--- config.mk ---
export PLATFORM = sky130hd
export DESIGN_NAME = wsn_air_medium
export DESIGN_NICKNAME = d
export VERILOG_FILES = /design/src/rtl/wsn_medium_pkg.sv /design/src/rtl/wsn_delay_line.sv /design/src/rtl/wsn_air_medium.sv
export SDC_FILE = /design/constraint.sdc
export NUM_CORES = 1
export LEC_CHECK = 0
export BUFFER_PORTS_ARGS = -buffer_cell sky130_fd_sc_hd__buf_4
export CAP_MARGIN = 20
export CORE_MARGIN = 8
export CORE_UTILIZATION = 54
export CTS_BUF_LIST = sky130_fd_sc_hd__clkbuf_4 sky130_fd_sc_hd__clkbuf_8 sky130_fd_sc_hd__clkbuf_16
export DETAILED_ROUTE_END_ITERATION = 10
export GPL_ROUTABILITY_DRIVEN = 0
export PLACE_DENSITY = 0.86
export SETUP_SLACK_MARGIN = 0.3
export SYNTH_ARGS = -nofsm -noshare
export SYNTH_HDL_FRONTEND = slang
export SYNTH_SLANG_ARGS = --single-unit
--- constraint.sdc ---
create_clock -name clk -period 4.49 [get_ports clk]
set_clock_uncertainty 0.05 [all_clocks]
set_input_delay 0.898 -clock clk [delete_from_list [all_inputs] [get_ports clk]]
set_output_delay 0.898 -clock clk [all_outputs]
set_load 0.05 [all_outputs]
--- src/rtl/wsn_medium_pkg.sv ---
// wsn_medium_pkg: shared constants and helpers for the air-medium model
package wsn_medium_pkg;
  localparam logic [15:0] LFSR_MASK = 16'hB400;
  localparam logic [15:0] DEFAULT_SEED = 16'hACE1;
  function automatic int pop_w(input int n);
    return $clog2(n + 1);
  endfunction
endpackage

--- src/rtl/wsn_delay_line.sv ---
// wsn_delay_line: DEPTH-stage WIDTH-bit shift register with synchronous reset
module wsn_delay_line #(
  parameter int DEPTH = 4,
  parameter int WIDTH = 2
) (
  input  logic             clk,
  input  logic             reset,
  input  logic [WIDTH-1:0] d,
  output logic [WIDTH-1:0] q
);
  logic [WIDTH-1:0] sr [DEPTH];
  always_ff @(posedge clk) begin
    if (reset) for (int i = 0; i < DEPTH; i++) sr[i] <= '0;
    else begin
      sr[0] <= d;
      for (int i = 1; i < DEPTH; i++) sr[i] <= sr[i-1];
    end
  end
  assign q = sr[DEPTH-1];
endmodule

--- src/rtl/wsn_air_medium.sv ---
// wsn_air_medium: delayed N-node radio medium with collisions, half-duplex masking and LFSR bit errors
module wsn_air_medium
  import wsn_medium_pkg::*;
#(
  parameter int          N_NODES   = 2,
  parameter int          DELAY     = 4,
  parameter int          BER_SHIFT = 0,
  parameter logic [15:0] SEED      = 16'hACE1,
  parameter int          CNT_W     = 16
) (
  input  logic               clk,
  input  logic               reset,
  input  logic               en,
  input  logic [N_NODES-1:0] tx_en,
  input  logic [N_NODES-1:0] antena_out,
  output logic [N_NODES-1:0] antena_in,
  output logic               collision,
  output logic [4:0]         active_cnt,
  output logic [CNT_W-1:0]   collision_cnt,
  output logic [CNT_W-1:0]   error_cnt
);
  localparam int PW = pop_w(N_NODES);
  localparam logic [15:0] SEED_EFF = (SEED == 16'd0) ? DEFAULT_SEED : SEED;
  localparam logic [15:0] BER_MASK = 16'((32'd1 << BER_SHIFT) - 32'd1);
  logic [1:0] stage [N_NODES];
  logic [N_NODES-1:0] d_en, d_bit;
  logic [PW-1:0] k;
  logic [15:0] lfsr;
  logic err, m, coll_nx;
  for (genvar i = 0; i < N_NODES; i++) begin : g_node
    wsn_delay_line #(.DEPTH(DELAY), .WIDTH(2)) u_dl (
      .clk(clk),
      .reset(reset),
      .d({tx_en[i], antena_out[i]}),
      .q(stage[i])
    );
    assign d_en[i] = stage[i][1];
    assign d_bit[i] = stage[i][0];
  end
  always_comb begin
    k = '0;
    for (int j = 0; j < N_NODES; j++) k = k + PW'(d_en[j]);
  end
  always_comb begin
    err = (BER_SHIFT > 0) && en && (k == PW'(1)) && ((lfsr & BER_MASK) == 16'd0);
    m = en && ((|(d_en & d_bit)) ^ err);
    coll_nx = en && (k >= PW'(2));
  end
  always_ff @(posedge clk) begin
    if (reset) begin
      lfsr <= SEED_EFF;
      antena_in <= '0;
      collision <= 1'b0;
      active_cnt <= '0;
      collision_cnt <= '0;
      error_cnt <= '0;
    end else begin
      lfsr <= {1'b0, lfsr[15:1]} ^ (lfsr[0] ? LFSR_MASK : 16'd0);
      antena_in <= ~d_en & {N_NODES{m}};
      collision <= coll_nx;
      active_cnt <= en ? 5'(k) : 5'd0;
      if (coll_nx && !collision && !(&collision_cnt)) collision_cnt <= collision_cnt + CNT_W'(1);
      if (err && !(&error_cnt)) error_cnt <= error_cnt + CNT_W'(1);
    end
  end
endmodule

# Word-level counts from Yosys, hierarchy flattened
# Memory sizes are Yosys's and may differ from the RTL's.
# Index checks and enable logic that the tools add are counted.
# totals
reg_bits,24
latch_bits,0
ramBits,16
rom_bits,0
output_inout_bits,40
mem_count,2
# op_classes
n_addsub,2
mul,0
div_mod_pow,0
order_cmp,1
eq_ne,0
shift,0
n_mux,11
bitwise_logic,12
reduce_logical,9
# memory_table
memory,words,word_bits,read_ports,rd_clocked_by_memory_dff,write_ports,line,rtl
g_node[0].u_dl.sr,4,2,4,0,4,wsn_delay_line.sv:11,logic [WIDTH-1:0] sr [DEPTH];
g_node[1].u_dl.sr,4,2,4,0,4,wsn_delay_line.sv:11,
# ops
cell,n
$add A16 B1 Y16 const B,1
$mux W2,8
$reduce_and A16 Y1,1
$or A1 B1 Y1,8
$and A2 B2 Y2,2
$logic_and A1 B1 Y1,4
$reduce_or A2 Y1,2
$mux W1,3
$add A1 B1 Y2,1
$ge A2 B2 Y1 const B,1
$logic_not A1 Y1,2
$not A2 Y2,1
$not A1 Y1,1

# Longest topological paths before layout
# An unclocked memory read counts as a cell.
# depth
depth_word,6
mapped_depth,5
mapped_depth_nobuf,5

# Hierarchy
# Synthesis repeated with hierarchy kept, for this count alone.
# hier_totals
hier_cells,174
hier_area_um2,1622.8
# modules_own_cells
module,n_inst,cells_each,area_each_um2,seq_area_each_um2
wsn_air_medium,1,142,1202.4,420.4
wsn_delay_line,2,16,210.2,160.2

# Least setup slack after synthesis
# OpenSTA, ideal clock, no wires.
# synth_path
path_kind,input -> register
startpoint,input port en
endpoint,register collision_cnt[15]
setup_ps,70
t_arrival_ps,2213
required_ps,4370
setup_slack_ps,2156
stages,4
path_buffers,0
cell_sequence,nand3b_1 or4b_4 or4_1 a21oi_1
# synth_via
elab_chain_len,3
# synth_lines
element,line,rtl
from (decl),wsn_air_medium.sv:13,"input logic en,"
$logic_and A1 B1 Y1,wsn_air_medium.sv:47,coll_nx = en && (k >= PW'(2));
$logic_and A1 B1 Y1 (2 in a row),wsn_air_medium.sv:62,if (coll_nx && !collision && !(&collision_cnt)) collision_cnt <= collision_cnt + CNT_W'(1);
to (signal assigned),wsn_air_medium.sv:62,
to (decl),wsn_air_medium.sv:19,"output logic [CNT_W-1:0] collision_cnt,"
# Every way passes these cells.
# A chain may end at the register's enable or synchronous reset.

# Worst setup path in the final report
# Ends and elaborated chain as after synthesis.

==> results.sh <==
export IMPL_rsz0062_at_grt="no"
export IMPL_cp_start_kind="input port"
export IMPL_antenna_left=0
export IMPL_synth_compound_area_share_pct=9.40
export IMPL_antenna_found_initial=0
export IMPL_drc=0
export IMPL_core_um2=2760
export IMPL_ctsResizeCount=0
export IMPL_end_kind="flip-flop"
export IMPL_cts_hold_buffers=0
export IMPL_critPathArrivalTime_ns=2.46
export IMPL_drv_cap=0
export IMPL_p_leak_uw=0.000739
export IMPL_required_ns=4.71
export IMPL_maxSlewHeadroom_pct=53.2
export IMPL_ys_seq_elements=37
export IMPL_chipWidth_um=69.9
export IMPL_insertion_delay_ns=0.35
export IMPL_clk_pin_slew_ns=0.12
export IMPL_final_cell_mix="37 x dfxtp_1, 27 x buf_4, 19 x conb_1"
export IMPL_fin_crit_ns=2.23
export IMPL_synth_top_family_by_area="simple AND/OR/NAND/NOR gates"
export IMPL_hold_viol=0
export IMPL_layout_commonest_cell="dfxtp_1"
export IMPL_first_pass_iters=4
export IMPL_via_per_inst=5.44
export IMPL_syn_cell_area_um2=1570
export IMPL_post_cts_buffers=0
export IMPL_status="finished clean"
export IMPL_post_synth_xor_area_fraction_pct=0
export IMPL_fin_nets=203
export IMPL_slew_viol_final=0
export IMPL_cts_sinks=37
export IMPL_syn2layout_area_growth_pct=14.0
export IMPL_fp_dieH_um=69.9
export IMPL_wirelength_um=3040
export IMPL_io_buffers=27
export IMPL_min_path_type="reg -> reg"
export IMPL_fp_dieArea_um2=4890
export IMPL_multi_input_area_um2=739
export IMPL_grt_pass1_wl_um=4970
export IMPL_cts_root_buf="clkbuf_4"
export IMPL_fill_cells=230
export IMPL_fmax_mhz=447
export IMPL_cts_buffers=5
export IMPL_rows=19
export IMPL_timing_setup_tns_ns=0
export IMPL_synth_edff_count=0
export IMPL_clk_path_buf_depth=2
export IMPL_seq_area_um2=741
export IMPL_num_vias=1223
export IMPL_min_period_over_period_pct=49.8
export IMPL_max_vdd_ir_drop_mv=0.282
export IMPL_critPathMaxFanout=6
export IMPL_avgRoutedWirePerCell_um=13.5
export IMPL_ys_types=34
export IMPL_dp_hpwl_um=2150
export IMPL_async_flop_share_pct=0
export IMPL_synth_simple_gate_area_share_pct=28.8
export IMPL_drive_gt1_share_pct=20.6
export IMPL_drt_initial_drc_count=56
export IMPL_postSynthAreaPerCell_um2=9.63
export IMPL_setup_violations=0
export IMPL_grt_pass1_vias=1118
export IMPL_postLayoutCoreUtil_pct=64.9
export IMPL_h_tree_depth=2
export IMPL_n_antenna_cell=0
export IMPL_worst_slew_pin_slew_ns=0.696
export IMPL_powerDensity_nw_per_um2=320
export IMPL_netlist_instances=163
export IMPL_track_usage_pct=12.0
export IMPL_total_power_uw=572
export IMPL_grt_max_degree=34
export IMPL_start_util_pct=56.9
export IMPL_crit_type="in -> reg"
export IMPL_muxShareOfSynthArea_pct=1.99
export IMPL_postSynth_topFlopCell="dfxtp_1"
export IMPL_overflow=0
export IMPL_yosys_area_share_adder_pct=2.39
export IMPL_synth_seq_area_share_pct=47.2
export IMPL_synth_warnings=0
export IMPL_io_pin_count=47
export IMPL_tritoncts="yes"
## stage by stage
step	cell area [µm²]	hold WS (ns)	setup slack, ns	cells
2_1_floorplan	1640	0.358	2.16	181
3_3_place_gp	1730	0.364	2.00	217
3_5_place_dp	1730	0.367	1.91	217
4_1_cts	1790	0.387	2.28	225
5_1_grt	1790	0.411	2.17	225
6_report	1790	0.384	2.26	225
## routing by layer
layer / wire [µm] / GRT usage (%) / part of all wire (%) / vias up
met4: 75 / 6.25 / 2.5 / 0
li1: - / - / - / 605
met1: 1270 / 12.6 / 42 / 556
met5: 0 / 0 / 0 / -
met3: 280 / 6.78 / 9.2 / 9
met2: 1420 / 18.8 / 47 / 53
## sequential cells by signal, summed over array words and instances (netlist names)
| signal | cells |
|---|---|
| antena_in | 2 |
| active_cnt | 2 |
| collision | 1 |
| collision_cnt | 16 |
| g_node.u_dl.sr | 16 |
## critical path: stages
cell and delay (ns):
buf_4 0.10, nand3b_1 0.18, or4b_4 0.62, or4_1 0.48
a21oi_1 0.17
## where the power goes
group          switching (µW)  internal (µW)
registers                1.09            333
logic                    42.4           6.62
clock network             113           76.4
## final timing paths
kind	end	slack, ns	cells past startpoint	startpoint
worst max-delay path	collision_cnt[15]	2.26	5	en
worst min-delay path	antena_in[1]	0.38	2	g_node[0].u_dl.sr[3][0]
worst max register to register	collision_cnt[15]	2.28	5	g_node[1].u_dl.sr[3][1]
worst min register to register	antena_in[1]	0.38	2	g_node[0].u_dl.sr[3][0]
## layout make-up
cell class                      instances  area share [%]
Clock inverter                          2           0.769
Inverter                                1           0.210
Multi-Input combinational cell        121            41.3
Timing Repair Buffer                   27            11.3
Clock buffer                            6            2.87
Sequential cell                        37            41.4
Tap cell                               31            2.17
## synthesized netlist by cell type (all sizes together) (2+ instances only)
| master | n | share of area, % |
|---|---|---|
| dfxtp | 37 | 47 |
| buf | 19 | 9.1 |
| nor2b | 18 | 7.2 |
| a21oi | 12 | 3.8 |
| nand3 | 8 | 2.5 |
| nand2 | 6 | 1.4 |
| nor2 | 6 | 1.4 |
| nand4 | 5 | 2.9 |
| nor4 | 5 | 2.4 |
| o21ai | 5 | 1.6 |
| o31ai | 5 | 2.4 |
| or4 | 5 | 2.4 |
| and4 | 3 | 1.7 |
| clkbuf | 3 | 0.72 |
| ha | 3 | 2.4 |
| or3 | 3 | 1.2 |
| and2 | 2 | 0.80 |
| and3 | 2 | 0.80 |
| mux2i | 2 | 1.3 |
| nor3 | 2 | 0.64 |
## cells by family (layout without fill, tap and decap cells)
logic type / Yosys count / count (layout)
compound gates: 25 / 25
fa+ha+maj: 3 / 3
buf+inv: 23 / 36
flops: 37 / 37
mux: 3 / 3
other cells: 1 / 19
simple gates: 71 / 71
(Power assumes the default switching activity.)
